<file path="src/rtl/cpu_axil_bridge.sv">
// Bridges a level-held CPU register request onto an AXI-Lite master port.
// Completion is reported with a one-cycle ack_o/err_o pulse; all outputs are registered.
module cpu_axil_bridge #(
    parameter int ADDR_WIDTH     = 5,
    parameter int DATA_WIDTH     = 32,
    parameter int TIMEOUT_CYCLES = 64
) (
    input  logic                      clk_i,
    input  logic                      reset_i,
    input  logic [ADDR_WIDTH-1:0]     req_addr_i,
    input  logic [DATA_WIDTH-1:0]     req_wdata_i,
    input  logic                      req_we_i,
    input  logic                      req_re_i,
    output logic [DATA_WIDTH-1:0]     rdata_o,
    output logic                      ack_o,
    output logic                      err_o,
    output logic [ADDR_WIDTH-1:0]     m_axi_awaddr_o,
    output logic                      m_axi_awvalid_o,
    input  logic                      m_axi_awready_i,
    output logic [DATA_WIDTH-1:0]     m_axi_wdata_o,
    output logic [DATA_WIDTH/8-1:0]   m_axi_wstrb_o,
    output logic                      m_axi_wvalid_o,
    input  logic                      m_axi_wready_i,
    input  logic                      m_axi_bvalid_i,
    input  logic [1:0]                m_axi_bresp_i,
    output logic                      m_axi_bready_o,
    output logic [ADDR_WIDTH-1:0]     m_axi_araddr_o,
    output logic                      m_axi_arvalid_o,
    input  logic                      m_axi_arready_i,
    input  logic [DATA_WIDTH-1:0]     m_axi_rdata_i,
    input  logic [1:0]                m_axi_rresp_i,
    input  logic                      m_axi_rvalid_i,
    output logic                      m_axi_rready_o
);

    localparam int STRB_W = DATA_WIDTH / 8;
    localparam int CNT_W  = (TIMEOUT_CYCLES > 1) ? $clog2(TIMEOUT_CYCLES) + 1 : 1;
    localparam logic [CNT_W-1:0] CNT_LAST =
        (TIMEOUT_CYCLES > 0) ? CNT_W'(TIMEOUT_CYCLES - 1) : '0;

    typedef enum logic [2:0] {
        IDLE,
        WR,
        WR_RESP,
        RD_ADDR,
        RD_DATA,
        DONE
    } state_t;

    state_t                  state_q, state_d;
    logic [CNT_W-1:0]        cnt_q, cnt_d;
    logic [ADDR_WIDTH-1:0]   addr_q, addr_d;
    logic [DATA_WIDTH-1:0]   wdata_q, wdata_d;
    logic [STRB_W-1:0]       wstrb_q, wstrb_d;
    logic [DATA_WIDTH-1:0]   rdata_q, rdata_d;
    logic                    awvalid_q, awvalid_d;
    logic                    wvalid_q, wvalid_d;
    logic                    bready_q, bready_d;
    logic                    arvalid_q, arvalid_d;
    logic                    rready_q, rready_d;
    logic                    ack_q, ack_d;
    logic                    err_q, err_d;
    logic                    timeout_hit;
    logic                    abort;
    logic                    unused_resp_lsbs;

    // Only the upper response bit distinguishes OKAY/EXOKAY from SLVERR/DECERR.
    assign unused_resp_lsbs = m_axi_bresp_i[0] ^ m_axi_rresp_i[0];

    assign timeout_hit = (TIMEOUT_CYCLES != 0) && (cnt_q == CNT_LAST);

    always_comb begin
        state_d   = state_q;
        addr_d    = addr_q;
        wdata_d   = wdata_q;
        wstrb_d   = wstrb_q;
        rdata_d   = rdata_q;
        awvalid_d = awvalid_q;
        wvalid_d  = wvalid_q;
        bready_d  = bready_q;
        arvalid_d = arvalid_q;
        rready_d  = rready_q;
        ack_d     = 1'b0;
        err_d     = 1'b0;
        abort     = 1'b0;

        case (state_q)
            IDLE: begin
                if (req_we_i) begin
                    addr_d    = req_addr_i;
                    wdata_d   = req_wdata_i;
                    wstrb_d   = '1;
                    awvalid_d = 1'b1;
                    wvalid_d  = 1'b1;
                    state_d   = WR;
                end else if (req_re_i) begin
                    addr_d    = req_addr_i;
                    arvalid_d = 1'b1;
                    state_d   = RD_ADDR;
                end
            end
            WR: begin
                awvalid_d = awvalid_q & ~m_axi_awready_i;
                wvalid_d  = wvalid_q & ~m_axi_wready_i;
                if (!awvalid_d && !wvalid_d) begin
                    bready_d = 1'b1;
                    state_d  = WR_RESP;
                end else if (timeout_hit) begin
                    abort = 1'b1;
                end
            end
            WR_RESP: begin
                if (m_axi_bvalid_i) begin
                    bready_d = 1'b0;
                    err_d    = m_axi_bresp_i[1];
                    ack_d    = 1'b1;
                    state_d  = DONE;
                end else if (timeout_hit) begin
                    abort = 1'b1;
                end
            end
            RD_ADDR: begin
                if (m_axi_arready_i) begin
                    arvalid_d = 1'b0;
                    rready_d  = 1'b1;
                    state_d   = RD_DATA;
                end else if (timeout_hit) begin
                    abort = 1'b1;
                end
            end
            RD_DATA: begin
                if (m_axi_rvalid_i) begin
                    rdata_d  = m_axi_rdata_i;
                    err_d    = m_axi_rresp_i[1];
                    rready_d = 1'b0;
                    ack_d    = 1'b1;
                    state_d  = DONE;
                end else if (timeout_hit) begin
                    abort = 1'b1;
                end
            end
            DONE: begin
                state_d = IDLE;
            end
            default: begin
                state_d = IDLE;
            end
        endcase

        // Timeout abandons the transfer outright; any late slave response finds us idle.
        if (abort) begin
            awvalid_d = 1'b0;
            wvalid_d  = 1'b0;
            bready_d  = 1'b0;
            arvalid_d = 1'b0;
            rready_d  = 1'b0;
            rdata_d   = '0;
            ack_d     = 1'b1;
            err_d     = 1'b1;
            state_d   = DONE;
        end

        if ((state_d != state_q) || (state_q == IDLE) || (state_q == DONE)) begin
            cnt_d = '0;
        end else begin
            cnt_d = cnt_q + CNT_W'(1);
        end
    end

    always_ff @(posedge clk_i) begin
        if (reset_i) begin
            state_q   <= IDLE;
            cnt_q     <= '0;
            addr_q    <= '0;
            wdata_q   <= '0;
            wstrb_q   <= '0;
            rdata_q   <= '0;
            awvalid_q <= 1'b0;
            wvalid_q  <= 1'b0;
            bready_q  <= 1'b0;
            arvalid_q <= 1'b0;
            rready_q  <= 1'b0;
            ack_q     <= 1'b0;
            err_q     <= 1'b0;
        end else begin
            state_q   <= state_d;
            cnt_q     <= cnt_d;
            addr_q    <= addr_d;
            wdata_q   <= wdata_d;
            wstrb_q   <= wstrb_d;
            rdata_q   <= rdata_d;
            awvalid_q <= awvalid_d;
            wvalid_q  <= wvalid_d;
            bready_q  <= bready_d;
            arvalid_q <= arvalid_d;
            rready_q  <= rready_d;
            ack_q     <= ack_d;
            err_q     <= err_d;
        end
    end

    assign rdata_o         = rdata_q;
    assign ack_o           = ack_q;
    assign err_o           = err_q;
    assign m_axi_awaddr_o  = addr_q;
    assign m_axi_awvalid_o = awvalid_q;
    assign m_axi_wdata_o   = wdata_q;
    assign m_axi_wstrb_o   = wstrb_q;
    assign m_axi_wvalid_o  = wvalid_q;
    assign m_axi_bready_o  = bready_q;
    assign m_axi_araddr_o  = addr_q;
    assign m_axi_arvalid_o = arvalid_q;
    assign m_axi_rready_o  = rready_q;

endmodule

</file>
<file path="config.mk">
export PLATFORM = sky130hd
export DESIGN_NAME = cpu_axil_bridge
export DESIGN_NICKNAME = d
export VERILOG_FILES = /design/src/rtl/cpu_axil_bridge.sv
export SDC_FILE = /design/constraint.sdc
export NUM_CORES = 1
export LEC_CHECK = 0
export BUFFER_PORTS_ARGS = -buffer_cell sky130_fd_sc_hd__buf_2
export CELL_PAD_IN_SITES_DETAIL_PLACEMENT = 1
export CELL_PAD_IN_SITES_GLOBAL_PLACEMENT = 1
export CORE_MARGIN = 2
export CORE_UTILIZATION = 35
export CTS_CLUSTER_DIAMETER = 120
export DETAILED_ROUTE_END_ITERATION = 16
export PLACE_DENSITY = 0.91
export SYNTH_ARGS = -nofsm -noshare
export SYNTH_HDL_FRONTEND = slang
export SYNTH_SLANG_ARGS = --single-unit
export TNS_END_PERCENT = 20
</file>
<file path="constraint.sdc">
create_clock -name clk_i -period 3.6 [get_ports clk_i]
set_clock_uncertainty 0.1 [all_clocks]
set_input_delay 0.72 -clock clk_i [delete_from_list [all_inputs] [get_ports clk_i]]
set_output_delay 0.72 -clock clk_i [all_outputs]
set_load 0.02 [all_outputs]
</file>
==> run metrics, run 1 <==
number of flops mapped to enable cells by yosys=0; Vias/cell=4.83; Clock power frac=0.304; die area=approximately 11000 µm²; r2r setup slk=1050 ps; Hold Violations, Final=0; Clock Root Buffer=clkbuf_8; internal power=1620 µW; Syn Area/Cell=8.27 µm²; clock buffer depth=2; FF-to-FF End=state_q[1]; grt met2 use=0.330; final wirelength=10200 µm; TritonCTS Buffers=9; worst reg2reg startpoint=state_q[2]; first-pass GRT wire length=16600 µm; Mapped Nets=504; R2R depth=5; busiest grt layer=met2; Net Sw Frac=0.321; crit path from=state_q[2]; number of I/O pins=167; minimum clock period=2550 ps; Die Span Y=between 100 and 150 µm; Core ar.=about 9700 µm²; sequential power share=0.463; setup TNS=0 ps; Hold-fix buffers, CTS=0; headroom to the max-slew limit=0.289; grt ovf=0; via count=3396; GRT met3 Usage=0.0799; Final Util=0.462; total iterations of the first detailed-routing run=4; Max stage delay cell, worst path=nand2b_2; sequential area share after synthesis=0.500; Residual DRC=0; Post-Place Cells=687; ANT nets after route=0; Worst Setup Start Kind=register; part of the power in combinational logic=0.233; commonest non-fill, non-tap cells in the layout=buf_2, nand2_1, dfxtp_1, a21oi_1, nor2_1; CP max stage delay=roughly 730 ps; pre-CTS setup slack=977 ps; M1 GR Usage=0.214; Layout Cells excl Fill=703; worst endpoint required time=3710 ps; Final Cycle Share=0.708; maxcap violations=0; count of final setup violators=0; Least-Margin Pin Slew=1060 ps; largest net degree at the start of global routing=44; setup ws final=roughly 1100 ps; vias in the first global route=~3500; Starting Density=0.358; # nets final=648; Synth cell types=43; diode count=0; crit path capture type=register; CP Cell Sequence=inv_1 > nor4_1 > o311ai_2 > nand2b_2 > nor2_1; Post-CTS Setup Inserts=0; initial DRC count=101; TritonCTS clock tree=yes; max-slew violations=0; Power Density=531 nW/µm²; most common cell after layout, fill and taps aside=buf_2; Post-synth ARST share=0; Tot GR Track Use=0.190; Synth Register Bits=87; # clock sinks=87; net switching power=between 700 and 800 µW; Synth Warn #=0; RSZ-0062 raised after global routing=no; share of cells above drive strength 1=0.365; worst skew pair latency=360 ps; Top FF cell, synth=dfxtp_1; Syn Std Cell Area=3480 µm²; half-perimeter wire length after placement=7630 µm; initial antenna violation count=0; Crit Path Category=register to register; crit path to=state_q[1]; Die Wd=approximately 100 µm; Syn Inst Count=421; Hold Path Class=register to register; VDD IR-drop max=about 0.28 mV; post-DR wirelength/cell=14.6 µm; crit-path max FO=38; Syn-to-layout area delta=29.1%; global placer's final weighted congestion=0.794; status=completed; post-CTS sizing=0; critical path arrival=2660 ps; Achievable Freq=392 MHz; H-Tree Level Count=3; FP Rows=36; CTS clk-pin slew, worst paths=80 ps; leakage power=0.00197 µW; IO Port Bufs=approximately 160
==> power groups by stage <==
stage	combinational, µW	clock [µW]	sequential, µW
after global routing	609	794	1120
after floorplan	327	0	1190
final	555	726	1110
after CTS	562	753	1110
after detailed placement	561	0	1130
after global placement	540	0	1120
==> routing by layer <==
metal,vias up,routed length (µm)
met4,0,112
met3,11,864
met2,145,5010
met5,-,0
li1,1667,-
met1,1573,4250
==> synthesized netlist by cell type (all sizes together), types with 2 or more instances <==
master | instances | area, µm²
a211o | 2 | 17.5
nand2 | 140 | 526
nor4 | 3 | 40.0
a31oi | 3 | 18.8
o21a | 2 | 15.0
nand2b | 4 | 25.0
a211oi | 2 | 20.0
xnor2 | 2 | 17.5
and3 | 2 | 12.5
a21oi | 70 | 425
nor2 | 21 | 78.8
o21ai | 3 | 15.0
o211ai | 2 | 15.0
nor3 | 12 | 60.1
nor3b | 2 | 20.0
nand3 | 4 | 20.0
and2 | 2 | 12.5
inv | 5 | 21.3
nor2b | 2 | 15.0
xor2 | 2 | 17.5
clkbuf | 11 | 41.3
mux2i | 6 | 60.1
dfxtp | 87 | 1740
buf | 23 | 164
==> through the flow <==
step | power, µW | hold WS, ps | cell area, µm²
6_report | 2390 | 355 | 4490
2_1_floorplan | 1520 | 333 | 3480
3_3_place_gp | 1660 | 340 | 4290
4_1_cts | 2420 | 356 | 4490
3_5_place_dp | 1690 | 345 | 4290
5_1_grt | 2520 | 374 | 4490
==> worst min-delay path by stage <==
stage | startpoint | to | slack [ps] | cells past startpoint
after floorplan | cnt_q[0] | cnt_q[0] | 330 | 1
after global placement | m_axi_wdata_o[27] | m_axi_wdata_o[27] | 340 | 2
after detailed placement | m_axi_wdata_o[0] | m_axi_wdata_o[0] | 340 | 2
after CTS | m_axi_wdata_o[0] | m_axi_wdata_o[0] | 360 | 2
after global routing | rdata_o[5] | rdata_o[5] | 370 | 2
final | m_axi_wdata_o[0] | m_axi_wdata_o[0] | 350 | 2
==> area by class of cell <==
class,instances,area (µm²)
Sequential cell,87,1740
Tap cell,133,166
Clock inverter,4,70.1
Multi-Input combinational cell,295,1520
Clock buffer,12,135
Timing Repair Buffer,167,843
Fill cell,1250,5240
Inverter,5,21.3
==> cells by family (layout without fill, tap and decap cells) <==
kind of cell	count (synthesis)	in the layout	share of synthesized area
DFF	87	87	0.500
and+or+nand+nor	196	196	0.241
AOI/OAI and AO/OA	88	88	0.163
adders and majority gates	1	1	0.00359
xor gates and xnor gates	4	4	0.0101
buffers and inverters	39	188	0.0651
muxes	6	6	0.0173
==> worst max-delay path: cells and delay by family (launching register included) <==
kind / cells / cell delay (ps)
flops: 1 / 660
compound gates: 1 / 190
simple gates: 3 / 1240
buf+inv: 1 / 180
==> flip-flops by register name, summed over array words and instances, names as in the netlist <==
register	count
m_axi_wvalid_o	1
m_axi_arvalid_o	1
cnt_q	7
ack_o	1
m_axi_rready_o	1
err_o	1
rdata_o	32
state_q	3
m_axi_bready_o	1
m_axi_wstrb_o	1
m_axi_awvalid_o	1
m_axi_wdata_o	32
m_axi_araddr_o	5
(Power assumes the default switching activity.)
==> inputs of run 2 (changes only) <==
CORE_UTILIZATION = 29   (was 35)
PLACE_DENSITY = 0.81   (was 0.91)
clock period = 2.2 ns   (was 3.6 ns; I/O delays follow)
==> run 2 against run 1 <==
  * Setup slack worse by 820 ps
  * Wire length is 1.7% higher
  * Critical path depth rose by 2
==> run metrics, run 2 (synthesis results as in run 1) <==
Starting Density=0.293 (was 0.358); VDD IR-drop max=0.575 mV (was 0.278 mV); setup TNS=0 ps (unchanged); TritonCTS clock tree=yes (unchanged); total iterations of the first detailed-routing run=4 (unchanged); crit-path max FO=31 (was 38); total power=4320 µW (was 2390 µW); share of cells above drive strength 1=0.377 (was 0.365); critical path arrival=2130 ps (was 2660 ps); FF/Latch Area=1740 µm² (unchanged); final wirelength=10400 µm (was 10200 µm); headroom to the max-slew limit=0.639 (was 0.289); Tot GR Track Use=0.163 (was 0.190); CTS clk-pin slew, worst paths=60 ps (was 80 ps); r2r setup slk=230 ps (was 1050 ps); Die Span Y=114 µm (was 104 µm); number of I/O pins=167 (unchanged); H-Tree Level Count=3 (unchanged); RSZ-0062 raised after global routing=no (unchanged); Residual DRC=0 (unchanged); Power Density=917 nW/µm² (was 531 nW/µm²); Vias/cell=4.69 (was 4.83); worst reg2reg startpoint=state_q[2] (unchanged); most common cell after layout, fill and taps aside=buf_2 (unchanged); post-DR wirelength/cell=14.3 µm (was 14.6 µm); worst endpoint required time=2360 ps (was 3710 ps); worst skew pair latency=340 ps (was 360 ps); Die Wd=114 µm (was 104 µm); via count=3403 (was 3396); Syn-to-layout area delta=35.3% (was 29.1%); TritonCTS Buffers=9 (unchanged); die area=12900 µm² (was 10800 µm²); leakage power=0.00207 µW (was 0.00197 µW); Hold Violations, Final=0 (unchanged); clock buffer depth=2 (unchanged); maxcap violations=0 (unchanged); pre-CTS setup slack=254 ps (was 977 ps); half-perimeter wire length after placement=7750 µm (was 7630 µm); Multi-input gate area=1520 µm² (unchanged); largest net degree at the start of global routing=36 (was 44); IO Port Bufs=164 (unchanged); # nets final=657 (was 648); R2R depth=7 (was 5); Post-CTS Setup Inserts=0 (unchanged); Final Cycle Share=0.897 (was 0.708); FP Rows=40 (was 36); Hold-fix buffers, CTS=0 (unchanged); Achievable Freq=507 MHz (was 392 MHz); Hold Path Class=input pin to register (was register to register); diode count=0 (unchanged); vias in the first global route=3433 (was 3451); Clock Root Buffer=clkbuf_16 (was clkbuf_8); Fill cells=1475 (was 1250); Min-Delay Startpoint=req_wdata_i[1] (was m_axi_wdata_o[0]); minimum clock period=1970 ps (was 2550 ps); FF-to-FF End=m_axi_arvalid_o (was state_q[1]); commonest non-fill, non-tap cells in the layout=buf_2, nand2_1, dfxtp_1, a21oi_1, nor2_1 (unchanged); initial DRC count=187 (was 101); max-slew violations=0 (unchanged); first-pass GRT wire length=16700 µm (was 16600 µm); hold-critical path endpoint=m_axi_wdata_o[1] (was m_axi_wdata_o[0]); # clock sinks=87 (unchanged); grt ovf=0 (unchanged); initial antenna violation count=0 (unchanged); Worst Hold Depth=3 (was 2); Worst Setup Start Kind=register (unchanged); Least-Margin Pin Slew=537 ps (was 1060 ps); setup ws final=226 ps (was 1050 ps); Crit Path Category=register to register (unchanged); global placer's final weighted congestion=0.840 (was 0.794); ANT nets after route=0 (unchanged); crit path capture type=register (unchanged); Core ar.=11900 µm² (was 9730 µm²); status=completed (unchanged); post-CTS sizing=0 (unchanged); count of final setup violators=0 (unchanged)
[run 2: changes by cell type in the layout (fill, tap and decap cells not counted)]
cell / delta
buf_12: +3
buf_4: +6
bufinv_16: -1
clkbuf_1: -2
clkbuf_16: +9
clkbuf_8: -7
clkinv_2: -1
clkinvlp_4: +1
[run 2: per-layer routing]
layer  global-route usage  routed length (µm)
met1                0.189                4340
met3               0.0611                 864
met5                    0                   0
met2                0.272                4980
met4               0.0642                 212
[run 2: power by group]
group	total (µW)	leakage [µW]	switching, µW	internal (µW)
Sequential	1790	0.000708	87.3	1700
Combinational	989	0.00122	624	365
Clock	1540	0.000145	602	934
[run 2: critical path: stages (launching register included)]
cell and delay, ps:
dfxtp_1 410, buf_4 210, nor3_1 370, nor2_1 150, o311ai_2 130, nand2b_2 130
buf_12 190, nor3b_1 190
[run 2: final cells by class]
| cell class | count | share of cell area |
|---|---|---|
| clock buffer | 12 | 0.0545 |
| multi-input combinational | 295 | 0.322 |
| tap | 147 | 0.0391 |
| sequential | 87 | 0.370 |
| clock inverter | 3 | 0.00903 |
| timing repair buffer | 176 | 0.201 |
| inverter | 5 | 0.00452 |
[run 2: metrics by stage]
| step | utilization | cells | area (µm²) | hold slack (ps) |
|---|---|---|---|---|
| detailed placement | 0.372 | 710 | 4410 | 348 |
| finish | 0.397 | 725 | 4710 | 232 |
| global placement | 0.372 | 710 | 4410 | 339 |
| global route | 0.397 | 725 | 4710 | 235 |
| CTS | 0.397 | 725 | 4710 | 219 |
| floorplan | - | 421 | 3480 | 333 |
[run 2: worst max path at each step]
stage	depth (start not counted)	endpoint	startpoint	slack [ps]
after floorplan	6	cnt_q[2]	cnt_q[0]	480
after global placement	7	cnt_q[4]	cnt_q[0]	290
after detailed placement	7	cnt_q[0]	m_axi_awready_i	250
after CTS	7	cnt_q[0]	cnt_q[0]	230
after global routing	7	m_axi_arvalid_o	cnt_q[0]	80
final	7	m_axi_arvalid_o	state_q[2]	230
==> inputs of run 3 (changes only) <==
clock period = 1.7 ns   (was 2.2 ns; I/O delays follow)
==> run 3 against run 2 <==
  * The run now ends with negative setup slack left
  * Utilization grew 5.7 points
  * Clock-buffer cell count down 2
  * Die area stayed put
  * First-iteration DRC count down 30%
  * Worst hold slack lost 100 ps
==> run metrics, run 3 (synthesis results as in run 1) <==
crit path capture type=register (unchanged); total iterations of the first detailed-routing run=4 (unchanged); number of I/O pins=167 (unchanged); share of cells above drive strength 1=0.486 (was 0.377); commonest non-fill, non-tap cells in the layout=buf_2, nand2_1, dfxtp_1, a21oi_1, buf_4 (was buf_2, nand2_1, dfxtp_1, a21oi_1, nor2_1); failing checks=negative setup slack; setup TNS=-882 ps (was 0 ps); Core ar.=11900 µm² (unchanged); Syn-to-layout area delta=54.9% (was 35.3%); Worst Setup Start Kind=register (unchanged); Tot GR Track Use=0.175 (was 0.163); TritonCTS clock tree=yes (unchanged); VDD IR-drop max=0.564 mV (was 0.575 mV); Residual DRC=0 (unchanged); headroom to the max-slew limit=0.700 (was 0.639); critical path arrival=1980 ps (was 2130 ps); Die Span Y=114 µm (unchanged); CTS clk-pin slew, worst paths=60 ps (about the same); via count=3649 (was 3403); vias in the first global route=3699 (was 3433); ANT nets after route=0 (unchanged); Least-Margin Pin Slew=451 ps (was 537 ps); Die Wd=114 µm (unchanged); clock buffer depth=2 (unchanged); Power Density=1110 nW/µm² (was 917 nW/µm²); die area=12900 µm² (unchanged); Starting Density=0.293 (unchanged); diode count=0 (unchanged); half-perimeter wire length after placement=8320 µm (was 7750 µm); initial antenna violation count=0 (unchanged); Final Cycle Share=1.07 (was 0.897); pre-CTS setup slack=-324 ps (was 254 ps); minimum clock period=1820 ps (was 1970 ps); Achievable Freq=551 MHz (was 507 MHz); Clock Root Buffer=clkbuf_16 (unchanged); FP Rows=40 (unchanged); Vias/cell=4.75 (was 4.69); IO Port Bufs=164 (unchanged); grt ovf=0 (unchanged); leakage power=0.00236 µW (was 0.00207 µW); crit-path max FO=5 (was 31); setup ws final=-115 ps (was 226 ps); # clock sinks=87 (unchanged); Crit Path Category=register to register (unchanged); TritonCTS Buffers=9 (unchanged); first-pass GRT wire length=17900 µm (was 16700 µm); most common cell after layout, fill and taps aside=buf_2 (unchanged); post-DR wirelength/cell=16.0 µm (was 14.3 µm); initial DRC count=131 (was 187); max-slew violations=0 (unchanged); largest net degree at the start of global routing=39 (was 36); worst skew pair latency=340 ps (about the same); RSZ-0062 raised after global routing=yes (was no); count of final setup violators=22 (was 0); total power=5990 µW (was 4320 µW); H-Tree Level Count=3 (unchanged); Fill cells=1439 (was 1475); Hold-fix buffers, CTS=0 (unchanged); Hold Violations, Final=0 (unchanged); Hold Path Class=input pin to register (unchanged); maxcap violations=0 (unchanged); worst endpoint required time=1860 ps (was 2360 ps); final wirelength=12300 µm (was 10400 µm); status=complete, but fails checks (was completed); # nets final=700 (was 657); global placer's final weighted congestion=0.868 (was 0.840)
==> run 3: cell types whose count changed in the layout (fill, tap and decap cells not counted), moves of 5 or more <==
cell,delta
buf_4,+31
dfxtp_1,-5
a21oi_2,+10
a21oi_1,-10
buf_6,+6
nor3_1,-8
==> run 3: final timing paths <==
path / slack (ps) / cells after the start / start / endpoint
min reg2reg: 350 / 2 / m_axi_wdata_o[24] / m_axi_wdata_o[24]
max reg2reg: -120 / 8 / cnt_q[0] / state_q[0]
max: -120 / 8 / cnt_q[0] / state_q[0]
min: 130 / 3 / req_wdata_i[30] / m_axi_wdata_o[30]
==> run 3: metrics by stage <==
| step | std cells | hold slack, ps | cell area (µm²) | util |
|---|---|---|---|---|
| floorplan | 421 | 333 | 3480 | - |
| global placement | 742 | 338 | 4650 | 0.392 |
| detailed placement | 742 | 345 | 4650 | 0.392 |
| CTS | 761 | 119 | 5070 | 0.427 |
| global route | 769 | 128 | 5390 | 0.455 |
| finish | 769 | 132 | 5390 | 0.455 |
==> run 3: worst max-delay path: stages, from the launching register on <==
cell and delay (ps):
dfxtp_2 360, ha_4 140, nand4_1 90, buf_6 170, nor4_4 230, a211oi_4 100, buf_4 150, a211o_1 240
a31oi_1 150
==> run 3: final cells by class <==
type,count,area [µm²],area share
Clock buffer,10,239,0.0443
Clock inverter,6,45.0,0.00835
Sequential cell,87,1750,0.325
Inverter,5,21.3,0.00395
Timing Repair Buffer,219,1390,0.258
Tap cell,147,184,0.0341
Multi-Input combinational cell,295,1760,0.327
==> run 3: power breakdown <==
group          switching [µW]  total, µW  internal [µW]  leakage (µW)
registers                 118       2330           2210      0.000711
clock network             855       1890           1040      0.000131
logic                    1000       1770            765       0.00152
total                    1970       5990           4010       0.00236
==> run 3: per-layer routing <==
metal	global-route usage	routed length [µm]	vias up
met4	0.0846	343	0
li1	-	-	1773
met2	0.305	6350	125
met3	0.0457	751	25
met1	0.198	4850	1726
met5	0	0	-
==> run 3: repair_timing <==
item | CTS | global route
pin swaps | 8 | 11
endpoints found under the setup margin | 81 | 80
buffers inserted | 3 | 3
gates resized for setup | 26 | 46
cloned | 0 | 5
